**src/rtl/t_to_jk_flipflop_bank_pkg.sv**
```systemverilog
// Shared types and helpers for the JK-on-T flip-flop bank.
package t_to_jk_flipflop_bank_pkg;

    localparam int DEF_WIDTH = 8;
    localparam int DEF_CNT_W = 8;
    localparam int DEF_TOG_W = 16;
    // Widest bank the popcount helper can handle.
    localparam int POP_MAX   = 64;

    typedef enum logic [1:0] {
        IDLE  = 2'd0,
        APPLY = 2'd1,
        DONE  = 2'd2
    } state_t;

    function automatic int unsigned popcount(input logic [POP_MAX-1:0] v);
        int unsigned c;
        c = 0;
        for (int i = 0; i < POP_MAX; i++) begin
            c = c + 32'(v[i]);
        end
        return c;
    endfunction

endpackage

```
**src/rtl/t_to_jk_flipflop_bank_if.sv**
```systemverilog
// Command/status bundle for t_to_jk_flipflop_bank.
// Preset ports exist only when TFF_BANK_PRESET_EN is defined.
interface t_to_jk_flipflop_bank_if
    import t_to_jk_flipflop_bank_pkg::*;
#(
    parameter int WIDTH = DEF_WIDTH,
    parameter int CNT_W = DEF_CNT_W,
    parameter int TOG_W = DEF_TOG_W
);
    logic             cmd_valid;
    logic             cmd_ready;
    logic [WIDTH-1:0] cmd_j;
    logic [WIDTH-1:0] cmd_k;
    logic [CNT_W-1:0] cmd_cycles;
    logic [WIDTH-1:0] q;
    logic             busy;
    logic             done;
    logic [TOG_W-1:0] toggles;
`ifdef TFF_BANK_PRESET_EN
    logic             preset_valid;
    logic [WIDTH-1:0] preset_value;

    modport master (
        output cmd_valid, cmd_j, cmd_k, cmd_cycles, preset_valid, preset_value,
        input  cmd_ready, q, busy, done, toggles
    );
    modport slave (
        input  cmd_valid, cmd_j, cmd_k, cmd_cycles, preset_valid, preset_value,
        output cmd_ready, q, busy, done, toggles
    );
`else
    modport master (
        output cmd_valid, cmd_j, cmd_k, cmd_cycles,
        input  cmd_ready, q, busy, done, toggles
    );
    modport slave (
        input  cmd_valid, cmd_j, cmd_k, cmd_cycles,
        output cmd_ready, q, busy, done, toggles
    );
`endif
endinterface

```
**src/rtl/t_to_jk_flipflop_bank_tff_excite_cell.sv**
```systemverilog
// One T storage bit driven as a JK flip-flop: t = (j & ~q) | (k & q).
// Optional load path under TFF_BANK_PRESET_EN.
module tff_excite_cell (
    input  logic clk,
    input  logic reset,
    input  logic j,
    input  logic k,
    input  logic en,
`ifdef TFF_BANK_PRESET_EN
    input  logic ld,
    input  logic d,
`endif
    output logic q,
    output logic t
);

    assign t = (j & ~q) | (k & q);

    always_ff @(posedge clk or posedge reset) begin
        if (reset) begin
            q <= 1'b0;
`ifdef TFF_BANK_PRESET_EN
        end else if (ld) begin
            q <= d;
`endif
        end else if (en) begin
            q <= q ^ t;
        end
    end

endmodule

```
**src/rtl/t_to_jk_flipflop_bank.sv**
```systemverilog
// WIDTH-bit JK-driven T flip-flop bank: applies a JK vector for N edges,
// counts toggles (saturating), then pulses done. Optional: TFF_BANK_PRESET_EN.
module t_to_jk_flipflop_bank
    import t_to_jk_flipflop_bank_pkg::*;
#(
    parameter int WIDTH = DEF_WIDTH,
    parameter int CNT_W = DEF_CNT_W,
    parameter int TOG_W = DEF_TOG_W
) (
    input  logic                    clk,
    input  logic                    reset,
    t_to_jk_flipflop_bank_if.slave  bus
);

    state_t           state, state_nxt;
    logic [WIDTH-1:0] j_r, k_r, q, t;
    logic [CNT_W-1:0] rem;
    logic [TOG_W-1:0] toggles;
    logic [TOG_W:0]   tog_sum;
    logic             accept, apply_en, ready;

`ifdef TFF_BANK_PRESET_EN
    logic preset_ld;
    assign preset_ld = (state == IDLE) && bus.preset_valid;
    // Preset wins over a command presented in the same cycle.
    assign ready     = (state == IDLE) && !bus.preset_valid;
`else
    assign ready     = (state == IDLE);
`endif

    assign accept   = bus.cmd_valid && ready;
    assign apply_en = (state == APPLY);

    always_comb begin
        state_nxt = state;
        case (state)
            IDLE:    if (accept) state_nxt = APPLY;
            APPLY:   if (rem == CNT_W'(1)) state_nxt = DONE;
            DONE:    state_nxt = IDLE;
            default: state_nxt = IDLE;
        endcase
    end

    always_ff @(posedge clk or posedge reset) begin
        if (reset) state <= IDLE;
        else       state <= state_nxt;
    end

    always_ff @(posedge clk or posedge reset) begin
        if (reset) begin
            j_r <= '0;
            k_r <= '0;
            rem <= '0;
        end else if (accept) begin
            j_r <= bus.cmd_j;
            k_r <= bus.cmd_k;
            rem <= (bus.cmd_cycles == '0) ? CNT_W'(1) : bus.cmd_cycles;
        end else if (apply_en) begin
            rem <= rem - CNT_W'(1);
        end
    end

    // One extra bit catches the carry so the counter pins at all-ones.
    assign tog_sum = {1'b0, toggles} + (TOG_W+1)'(popcount(POP_MAX'(t)));

    always_ff @(posedge clk or posedge reset) begin
        if (reset)         toggles <= '0;
        else if (accept)   toggles <= '0;
        else if (apply_en) toggles <= tog_sum[TOG_W] ? '1 : tog_sum[TOG_W-1:0];
    end

    for (genvar i = 0; i < WIDTH; i++) begin : g_cell
        tff_excite_cell u_cell (
            .clk   (clk),
            .reset (reset),
            .j     (j_r[i]),
            .k     (k_r[i]),
            .en    (apply_en),
`ifdef TFF_BANK_PRESET_EN
            .ld    (preset_ld),
            .d     (bus.preset_value[i]),
`endif
            .q     (q[i]),
            .t     (t[i])
        );
    end

    assign bus.cmd_ready = ready;
    assign bus.q         = q;
    assign bus.busy      = (state == APPLY) || (state == DONE);
    assign bus.done      = (state == DONE);
    assign bus.toggles   = toggles;

endmodule

```
**src/flat_wrapper.sv**
```systemverilog
// flat-port wrapper written by rule: the top's interface ports become plain ports
module t_to_jk_flipflop_bank_flat import t_to_jk_flipflop_bank_pkg::*;
#(
    parameter int WIDTH = DEF_WIDTH,
    parameter int CNT_W = DEF_CNT_W,
    parameter int TOG_W = DEF_TOG_W
)
  (clk, reset, bus_cmd_valid, bus_cmd_j, bus_cmd_k, bus_cmd_cycles, bus_cmd_ready, bus_q, bus_busy, bus_done, bus_toggles);
  t_to_jk_flipflop_bank_if #(.WIDTH(WIDTH), .CNT_W(CNT_W), .TOG_W(TOG_W)) bus_i ();
  input  logic clk;
  input  logic reset;
  input wire logic [$bits(bus_i.cmd_valid)-1:0] bus_cmd_valid;
  input wire logic [$bits(bus_i.cmd_j)-1:0] bus_cmd_j;
  input wire logic [$bits(bus_i.cmd_k)-1:0] bus_cmd_k;
  input wire logic [$bits(bus_i.cmd_cycles)-1:0] bus_cmd_cycles;
  output wire logic [$bits(bus_i.cmd_ready)-1:0] bus_cmd_ready;
  output wire logic [$bits(bus_i.q)-1:0] bus_q;
  output wire logic [$bits(bus_i.busy)-1:0] bus_busy;
  output wire logic [$bits(bus_i.done)-1:0] bus_done;
  output wire logic [$bits(bus_i.toggles)-1:0] bus_toggles;
  assign bus_i.cmd_valid = bus_cmd_valid;
  assign bus_i.cmd_j = bus_cmd_j;
  assign bus_i.cmd_k = bus_cmd_k;
  assign bus_i.cmd_cycles = bus_cmd_cycles;
  assign bus_cmd_ready = bus_i.cmd_ready;
  assign bus_q = bus_i.q;
  assign bus_busy = bus_i.busy;
  assign bus_done = bus_i.done;
  assign bus_toggles = bus_i.toggles;
  t_to_jk_flipflop_bank #(.WIDTH(WIDTH), .CNT_W(CNT_W), .TOG_W(TOG_W)) u_core (.clk(clk), .reset(reset), .bus(bus_i));
endmodule
```
**config.mk**
```make
export PLATFORM = sky130hd
export DESIGN_NAME = t_to_jk_flipflop_bank_flat
export DESIGN_NICKNAME = d
export VERILOG_FILES = /design/src/rtl/t_to_jk_flipflop_bank_pkg.sv /design/src/rtl/t_to_jk_flipflop_bank_if.sv /design/src/rtl/t_to_jk_flipflop_bank_tff_excite_cell.sv /design/src/rtl/t_to_jk_flipflop_bank.sv /design/src/flat_wrapper.sv
export SDC_FILE = /design/constraint.sdc
export NUM_CORES = 1
export LEC_CHECK = 0
export BUFFER_PORTS_ARGS = -buffer_cell sky130_fd_sc_hd__buf_2
export CAP_MARGIN = 20
export CORE_UTILIZATION = 50
export CTS_BUF_LIST = sky130_fd_sc_hd__clkbuf_16
export DETAILED_ROUTE_END_ITERATION = 16
export PLACE_DENSITY = 0.84
export SYNTH_ARGS = -nofsm -noshare
export SYNTH_HDL_FRONTEND = slang
export SYNTH_SLANG_ARGS = --single-unit
export TNS_END_PERCENT = 10
```
**constraint.sdc**
```tcl
create_clock -name clk -period 8.4 [get_ports clk]
set_clock_uncertainty 0.15 [all_clocks]
set_input_delay 1.68 -clock clk [delete_from_list [all_inputs] [get_ports clk]]
set_output_delay 1.68 -clock clk [all_outputs]
set_load 0.05 [all_outputs]
```
==> results of run 1 <==
-- how the worst max path moves through the flow --
stage / startpoint / end / slack (ps) / depth (start not counted)
final: u_core.g_cell[1].u_cell.q$_DFFE_PP0P_ / u_core.bus.toggles[13]$_DFFE_PP0P_ / 3530 / 13
after global routing: u_core.g_cell[1].u_cell.q$_DFFE_PP0P_ / u_core.bus.toggles[13]$_DFFE_PP0P_ / 3280 / 13
after CTS: u_core.g_cell[1].u_cell.q$_DFFE_PP0P_ / u_core.bus.toggles[13]$_DFFE_PP0P_ / 3530 / 13
after detailed placement: u_core.g_cell[1].u_cell.q$_DFFE_PP0P_ / u_core.bus.toggles[13]$_DFFE_PP0P_ / 3560 / 13
after global placement: u_core.g_cell[1].u_cell.q$_DFFE_PP0P_ / u_core.bus.toggles[13]$_DFFE_PP0P_ / 3670 / 13
after floorplan: u_core.g_cell[1].u_cell.q$_DFFE_PP0P_ / u_core.bus.toggles[14]$_DFFE_PP0P_ / 3930 / 14
-- stage by stage --
step,instances,setup slack (ps)
2_1_floorplan,293,3930
3_3_place_gp,398,3670
3_5_place_dp,398,3560
4_1_cts,405,3530
5_1_grt,406,3280
6_report,406,3530
-- per-layer routing --
layer | part of all wire | vias to the layer above
met3 | 0.055 | 9
li1 | - | 1118
met1 | 0.42 | 1113
met4 | 0.015 | 0
met2 | 0.51 | 79
met5 | 0 | -
-- flip-flops by register name, indices dropped and copies added (netlist names) --
name,count
u_core.rem,8
u_core.k_r,8
u_core.bus.toggles,16
u_core.j_r,8
u_core.g_cell.u_cell.q,8
u_core.state,2
-- kinds of logic (layout without fill, tap and decap cells) --
group                      after synthesis  in the layout  synth area share
AOI/OAI and AO/OA                       78             78             0.175
xor gates and xnor gates                10             10            0.0310
adders and majority gates               21             21             0.104
buffers and inverters                   32             75            0.0598
DFF                                     50             50             0.443
muxes                                    8              8            0.0315
and+or+nand+nor                         94             94             0.156
-- final cells by class --
type | count | area (um2)
Sequential cell | 50 | 1250
Timing Repair Buffer | 56 | 300
Inverter | 12 | 45.0
Multi-Input combinational cell | 211 | 1400
Clock inverter | 2 | 33.8
Fill cell | 460 | 2020
Tap cell | 70 | 87.6
Clock buffer | 5 | 125
-- critical path, cell delays in order, from the launching register on --
cell      delay, ps
dfrtp_1         390
mux2_2          350
ha_1            310
fa_1            510
fa_1            540
inv_1            50
fa_1            490
inv_1            50
ha_1            230
fa_1            430
a211oi_1        360
o21bai_1        340
a211oi_2        380
a311oi_1        140
-- cells in the final DEF (no fill, tap or decap), drive strengths merged, types with 7 or more instances in the layout --
master,synthesis,layout
dfrtp,50,50
a211oi,8,8
nand2,62,62
mux2,7,7
inv,12,12
o21ai,15,15
ha,17,17
nor3,7,7
a21oi,23,23
a31oi,17,17
buf,10,56
==> key figures, run 1 <==
Die
  • Die H: 77.2 um
  • Core Area: 5270 um2
  • FP Rows: 26
  • Die X: 77.2 um
  • Die ar.: 5950 um2
  • Starting Density: 0.536
  • I/O pins: 54

Global routing
  • GR met2 Demand/Resource: 0.371
  • Number of antenna violations at the first check in global routing: 0
  • Met3 usage: 0.0393
  • GR peak layer: met2
  • Grt met1 use: 0.287
  • First-pass GRT wire length: 10.5 mm
  • Vias in the first global route: 2249
  • Total track usage: 0.220
  • Grt ovf: 0
  • Pin count of the biggest net entering global routing: 51

Yosys
  • Post-synth EDFFs: 0
  • Yosys warns: 0
  • Count leader, synth: nand2_1
  • Most used DFF post-synth: dfrtp_1
  • Sequential-to-total area share from yosys stat: 0.443
  • Asr flop ratio synth: 1.00
  • Synthesized instance count: 293
  • Mapped Area: 2820 um2
  • Cell variety after synth: 44
  • Synth cell count leaders: nand2_1, dfrtp_1, a21oi_1
  • Top cells by area, synth: dfrtp_1, nand2_1, ha_1
  • Synth Register Bits: 50
  • Share of the synthesized area in the top cell type: 0.443
  • Post-synth top area cell: dfrtp_1
  • Synthesized area per cell: 9.64 um2
  • Synthesized Nets: 341

Clock network
  • CTS tree: built
  • Post-CTS Resized: 0
  • Clock tree buffer depth: 2
  • Clk_lat worst skew: 280 ps
  • H-tree depth: 2
  • Num CTS Buffers: 5
  • Clk Tree Root Cell: clkbuf_16
  • # Post-CTS Setup Buffers: 0
  • Clock-pin slew of the registers on the worst-case setup and hold paths: 60 ps
  • Clk sinks: 50
  • CTS Hold Bufs: 0

Timing
  • Max frequency: 0.205 GHz
  • Crit share post-route: 0.580
  • Worst-margin pin slew: 826 ps
  • Hold slack: 323 ps
  • Slew margin rel.: 0.445
  • Max-slew violations: 0
  • Final hold violations: 0
  • Setup_tns: 0 ps
  • Tmin final: 4870 ps
  • RSZ-0062 raised after global routing: no
  • Final setup fails: 0

Placed design
  • HPWL after detailed placement: 4.27 mm
  • Cell Area, Placed: 3070 um2
  • GPL Wtd Cong: 0.867
  • Port buffer count: 53

Flow run
  • Max-Cap Viols: 0

Critical path
  • Crit. End Element: flip-flop
  • Max FO, Critical Path: 11
  • CP arrival: 4870 ps
  • R2R Setup Slk: 3530 ps
  • WP data required: 8400 ps
  • RR Endpoint: u_core.bus.toggles[13]$_DFFE_PP0P_
  • Reg2reg start: u_core.g_cell[1].u_cell.q$_DFFE_PP0P_
  • Startpoint types: flip-flop
  • Setup CP Type: flip-flop to flip-flop
  • R2R cell count: 13

Drt
  • Drt total wl: 6.08 mm
  • First drt pass iteration count: 4
  • Via count: 2319
  • WL/cell: 15.0 um
  • Detail Route Antenna Nets: 0
  • Drt drc: 0
  • Vias per cell: 5.71
  • Detailed Route Iter0 Violations: 109

Min path
  • Hold depth: 1
  • Hold Crit Class: flip-flop to flip-flop
  • Beginning of the worst hold path: u_core.k_r[2]$_DFFE_PP0P_
  • Endpoint of the worst hold path: u_core.g_cell[2].u_cell.q$_DFFE_PP0P_

Finish
  • P&R area growth vs syn: 15.0%
  • Final Util: 0.616
  • Final nets: 384
  • Share of cells above drive strength 1: 0.229
  • Finished Cell Area: 3250 um2
  • Inserted Diodes: 0

Run status
  • Status: finished, final reports clean
Power of run 1 is not shown: default switching activity piles up to over one toggle a cycle in this logic, so the estimate is an artifact.
==> run 2, diff against run 1 <==
--- a/config.mk
+++ b/config.mk
@@ -10,7 +10,7 @@
 export CORE_UTILIZATION = 50
 export CTS_BUF_LIST = sky130_fd_sc_hd__clkbuf_16
 export DETAILED_ROUTE_END_ITERATION = 16
-export PLACE_DENSITY = 0.84
+export PLACE_DENSITY = 0.87
 export SYNTH_ARGS = -nofsm -noshare
 export SYNTH_HDL_FRONTEND = slang
 export SYNTH_SLANG_ARGS = --single-unit
==> constraint.sdc (replaced) <==
create_clock -name clk -period 4.44 [get_ports clk]
set_clock_uncertainty 0.15 [all_clocks]
set_input_delay 0.888 -clock clk [delete_from_list [all_inputs] [get_ports clk]]
set_output_delay 0.888 -clock clk [all_outputs]
set_load 0.05 [all_outputs]
==> run 2 against run 1 <==
Core utilization increased by 3.3 points. Via count increased by 4.8%. Count of clock-buffer cells in the layout unchanged. Die area unchanged. First-iteration DRC count increased by 71%. Flip-flop and latch count unchanged. Cell count increased by 3.7%. Critical path type unchanged.
==> key figures, run 2 (synthesis gave the netlist of run 1 again) <==
Timing
  • Tmin final: 4310 ps
  • Slew margin rel.: 0.470
  • Max frequency: 0.232 GHz
  • RSZ-0062 raised after global routing: no
  • Final setup fails: 0
  • Max-slew violations: 0
  • Worst-margin pin slew: 793 ps
  • Final setup margin: 131 ps
  • Crit share post-route: 0.971
  • Setup_tns: 0 ps
  • Final hold violations: 0

Die
  • Starting Density: 0.536
  • I/O pins: 54
  • Die X: 77.2 um
  • Die H: 77.2 um
  • Core Area: 5270 um2
  • FP Rows: 26
  • Die ar.: 5950 um2

Flow run
  • Max-Cap Viols: 0

Placed design
  • HPWL after detailed placement: 4.54 mm
  • GPL Wtd Cong: 0.820
  • DP Worst Slack: -55.7 ps
  • Port buffer count: 53

Drt
  • Drt total wl: 6.93 mm
  • Detailed Route Iter0 Violations: 186
  • Detail Route Antenna Nets: 0
  • Drt drc: 0
  • Via count: 2431
  • Vias per cell: 5.77
  • First drt pass iteration count: 4
  • WL/cell: 16.5 um

Min path
  • Endpoint of the worst hold path: u_core.g_cell[3].u_cell.q$_DFFE_PP0P_
  • Beginning of the worst hold path: u_core.k_r[3]$_DFFE_PP0P_
  • Hold depth: 1
  • Hold Crit Class: flip-flop to flip-flop

Critical path
  • Reg2reg start: u_core.g_cell[1].u_cell.q$_DFFE_PP0P_
  • RR Endpoint: u_core.bus.toggles[13]$_DFFE_PP0P_
  • Setup CP Type: flip-flop to flip-flop
  • Crit path top cell by count: fa_1
  • R2R Setup Slk: 130 ps
  • Startpoint types: flip-flop
  • Top Family by Delay on Critical Path: adder cells
  • Max FO, Critical Path: 5
  • CP peak stage delay: 500 ps
  • WP buf/inv: 3
  • Crit. End Element: flip-flop
  • CP arrival: 4310 ps
  • Worst path slowest cell: fa_1
  • Worst-path cell chain: mux2_4 > ha_4 > fa_1 > fa_1 > inv_1 > fa_1 > inv_1 > ha_2 > fa_2 > a211oi_2 > o21bai_2 > a211oi_2 > buf_4 > a311oi_1
  • CP Depth: 14
  • R2R cell count: 14
  • WP data required: 4440 ps

Run status
  • Status: finished, final reports clean

Clock network
  • CTS Hold Bufs: 0
  • Clk Tree Root Cell: clkbuf_16
  • CTS tree: built
  • Clk_lat worst skew: 290 ps
  • Clock tree buffer depth: 2
  • Clk sinks: 50
  • Clock-pin slew of the registers on the worst-case setup and hold paths: 70 ps
  • H-tree depth: 2
  • Num CTS Buffers: 5

Global routing
  • Pin count of the biggest net entering global routing: 51
  • Total track usage: 0.242
  • Grt ovf: 0
  • Number of antenna violations at the first check in global routing: 0
  • Vias in the first global route: 2467
  • First-pass GRT wire length: 11.4 mm

Finish
  • Commonest cells after routing, fill and taps aside: nand2_1, buf_2, dfrtp_1
  • Commonest non-fill, non-tap cell in the layout: nand2_1
  • Inserted Diodes: 0
  • Max reg flops: 16
  • Largest reg by FF count: u_core.bus.toggles
  • P&R area growth vs syn: 21.1%
  • Share of cells above drive strength 1: 0.291
  • Final nets: 398
run 2: cell count changes in the layout (fill, tap and decap cells not counted), moves of 2 or more:
cell,change
a211oi_2,+3
mux2_2,-2
ha_1,-2
buf_4,+14
mux2_4,+2
a211oi_1,-3
run 2: worst max path at each step:
| stage | slack, ps | endpoint | start |
|---|---|---|---|
| after CTS | 10 | u_core.bus.toggles[13]$_DFFE_PP0P_ | u_core.g_cell[0].u_cell.q$_DFFE_PP0P_ |
| after detailed placement | -60 | u_core.bus.toggles[13]$_DFFE_PP0P_ | u_core.g_cell[1].u_cell.q$_DFFE_PP0P_ |
| after global placement | 90 | u_core.bus.toggles[13]$_DFFE_PP0P_ | u_core.g_cell[1].u_cell.q$_DFFE_PP0P_ |
| final | 130 | u_core.bus.toggles[13]$_DFFE_PP0P_ | u_core.g_cell[1].u_cell.q$_DFFE_PP0P_ |
| after floorplan | 50 | u_core.bus.toggles[14]$_DFFE_PP0P_ | u_core.g_cell[1].u_cell.q$_DFFE_PP0P_ |
| after global routing | 30 | u_core.bus.toggles[10]$_DFFE_PP0P_ | u_core.j_r[1]$_DFFE_PP0P_ |
run 2: final cells by class:
type                       instances  area (um2)
fill                             406        1850
sequential                        50        1250
clock inverter                     3        41.3
tap                               70        87.6
clock buffer                       5         125
inverter                          12        45.0
timing repair buffer              70         405
multi-input combinational        211        1460
run 2: per-layer routing:
metal  vias up  track usage  routed length [um]
met3        14       0.0488                 272
met1      1208        0.295                2890
li1       1147            -                   -
met2        62        0.413                3600
met4         0       0.0981                 164
met5         -            0                   0
run 2: timing repair:
| item | 4_1_cts | 5_1_grt |
|---|---|---|
| buffers inserted | 1 | 2 |
| hold endpoints to repair | 0 | 0 |
| pin swaps | 4 | 5 |
| endpoints found under the setup margin | 14 | 16 |
| resized for setup | 7 | 5 |
run 2: worst register-to-register path, cell delays in order (launching register included):
cell	delay, ps
dfrtp_1	400
mux2_4	320
ha_4	250
fa_1	490
fa_1	500
inv_1	50
fa_1	500
inv_1	50
ha_2	190
fa_2	350
a211oi_2	270
o21bai_2	150
a211oi_2	240
buf_4	160
a311oi_1	100
run 2: stage by stage:
stage	area (um2)	util	hold WS [ps]	std cells
after floorplan	2830	-	294	293
after global placement	3160	0.599	307	409
after detailed placement	3160	0.599	319	409
after CTS	3360	0.637	328	418
after global routing	3420	0.649	353	421
final	3420	0.649	323	421
Power of run 2 is left out for the same reason.
==> run 3, diff against run 2 <==
--- a/config.mk
+++ b/config.mk
@@ -10,7 +10,7 @@
 export CORE_UTILIZATION = 50
 export CTS_BUF_LIST = sky130_fd_sc_hd__clkbuf_16
 export DETAILED_ROUTE_END_ITERATION = 16
-export PLACE_DENSITY = 0.87
+export PLACE_DENSITY = 0.84
 export SYNTH_ARGS = -nofsm -noshare
 export SYNTH_HDL_FRONTEND = slang
 export SYNTH_SLANG_ARGS = --single-unit
==> constraint.sdc (replaced) <==
create_clock -name clk -period 4.2 [get_ports clk]
set_clock_uncertainty 0.15 [all_clocks]
set_input_delay 0.84 -clock clk [delete_from_list [all_inputs] [get_ports clk]]
set_output_delay 0.84 -clock clk [all_outputs]
set_load 0.05 [all_outputs]
==> run 3 against run 2 <==
The run now ends with setup timing left. Via count shrank 3.5%. Critical path depth grew 1. Highest routed layer unchanged. Cell count shrank 0.95%. Critical endpoint is now u_core.bus.toggles[12]$_DFFE_PP0P_. Die area is the same. Flip-flop and latch count is the same. Maximum frequency grew 2.4%. Sequential share of layout area is essentially flat. Worst setup slack lost 140 ps. Global-route usage shrank 1.3 points. Non-clock buffer count shrank 4.
==> key figures, run 3 (synthesis gave the netlist of run 1 again) <==
Critical path
  • CP peak stage delay: 510 ps
  • Max FO, Critical Path: 2
  • CP arrival: 4260 ps
  • Startpoint types: flip-flop
  • WP data required: 4260 ps
  • Worst-path cell chain: mux2_4 > ha_4 > fa_1 > fa_1 > inv_2 > fa_1 > inv_2 > ha_4 > fa_2 > a211oi_4 > buf_4 > o21ba_2 > buf_4 > nor3_1 > nor3_1
  • Worst path slowest cell: fa_1
  • Crit. End Element: flip-flop
  • Setup CP Type: flip-flop to flip-flop
  • Crit path top cell by count: fa_1

Min path
  • Hold Crit Class: flip-flop to flip-flop

Drt
  • Detail Route Antenna Nets: 0
  • Via count: 2345
  • Drt drc: 0
  • Vias per cell: 5.62
  • First drt pass iteration count: 4
  • Drt total wl: 6.56 mm
  • Detailed Route Iter0 Violations: 169
  • WL/cell: 15.7 um

Timing
  • Final hold violations: 0
  • Worst-margin pin slew: 806 ps
  • Slew margin rel.: 0.462
  • Final setup fails: 1
  • RSZ-0062 raised after global routing: yes
  • Max frequency: 0.238 GHz
  • Tmin final: 4210 ps
  • Max-slew violations: 0
  • Final setup margin: -6.74 ps
  • Crit share post-route: 1.00
  • Hold slack: 327 ps

Finish
  • Inserted Diodes: 0
  • Final nets: 394
  • Largest reg by FF count: u_core.bus.toggles
  • Commonest non-fill, non-tap cell in the layout: nand2_1
  • Max reg flops: 16
  • Share of cells above drive strength 1: 0.288
  • P&R area growth vs syn: 21.1%
  • Commonest cells after routing, fill and taps aside: nand2_1, buf_2, dfrtp_1

Die
  • FP Rows: 26
  • I/O pins: 54
  • Die ar.: 5950 um2
  • Die X: 77.2 um
  • Die H: 77.2 um
  • Starting Density: 0.536
  • Core Area: 5270 um2

Placed design
  • HPWL after detailed placement: 4.36 mm
  • GPL Wtd Cong: 0.828
  • Port buffer count: 53

Clock network
  • Clock tree buffer depth: 2
  • Clk_lat worst skew: 290 ps
  • Clk Tree Root Cell: clkbuf_16
  • CTS tree: built
  • Clock-pin slew of the registers on the worst-case setup and hold paths: 60 ps
  • CTS Hold Bufs: 0
  • H-tree depth: 2
  • Clk sinks: 50
  • Num CTS Buffers: 5

Flow run
  • Max-Cap Viols: 0

Run status
  • Status: complete, but fails checks
  • Failing checks: setup timing

Global routing
  • Number of antenna violations at the first check in global routing: 0
  • Grt ovf: 0
  • Pin count of the biggest net entering global routing: 51
  • Total track usage: 0.229
  • First-pass GRT wire length: 10.7 mm
  • Vias in the first global route: 2269
run 3: cell count changes in the layout (fill, tap and decap cells not counted), sizes merged:
cell	previous run	this run
clkinvlp	1	0
buf	70	66
inv	13	14
run 3: timing repair:
item,4_1_cts,5_1_grt
buffers inserted,1,0
pin swaps,5,3
setup endpoints to repair,12,13
gates resized for setup,6,6
run 3: stage by stage:
step / setup WS, ps / std cells / area [um2] / utilization / setup TNS [ps]
6_report: -6.74 / 417 / 3420 / 0.649 / -6.74
5_1_grt: -119 / 417 / 3420 / 0.649 / -780
4_1_cts: 9.74 / 416 / 3380 / 0.642 / 0
3_5_place_dp: -84.7 / 407 / 3180 / 0.603 / -533
3_3_place_gp: 2.74 / 407 / 3180 / 0.603 / 0
2_1_floorplan: 36.4 / 293 / 2870 / - / 0
run 3: final timing paths:
check,cells past startpoint,endpoint,slack (ps),startpoint
max,15,u_core.bus.toggles[12]$_DFFE_PP0P_,-7,u_core.g_cell[1].u_cell.q$_DFFE_PP0P_
min,1,u_core.g_cell[2].u_cell.q$_DFFE_PP0P_,330,u_core.k_r[2]$_DFFE_PP0P_
max reg2reg,15,u_core.bus.toggles[12]$_DFFE_PP0P_,-7,u_core.g_cell[1].u_cell.q$_DFFE_PP0P_
min reg2reg,1,u_core.g_cell[2].u_cell.q$_DFFE_PP0P_,330,u_core.k_r[2]$_DFFE_PP0P_
max in group asynchronous,3,u_core.bus.toggles[9]$_DFFE_PP0P_,2930,reset
min in group asynchronous,2,u_core.k_r[5]$_DFFE_PP0P_,440,reset
run 3: metal layers:
metal  vias up  GRT usage  part of all wire
met2        80      0.381              0.50
met4         0     0.0868             0.019
met1      1114      0.293              0.44
met5         -          0                 0
li1       1138          -                 -
met3        13     0.0440             0.048
run 3: worst max-delay path: cells and delay by family, from the launching register on:
kind | cells | cell delay (ps)
buffers and inverters | 4 | 390
AO/OA/AOI/OAI | 2 | 470
AND/OR/NAND/NOR | 2 | 180
adder cells (fa/ha/maj) | 6 | 2230
multiplexers | 1 | 320
flip-flops | 1 | 400
run 3: cell type report:
cell class	instances	area [um2]
fillers	440	1850
multi-input cells	211	1500
flip-flops and latches	50	1250
repair buffers	66	375
clock buffers	5	125
well taps	70	87.6
inverters	12	45.0
clock inverters	3	37.5
Power of run 3 is left out for the same reason.
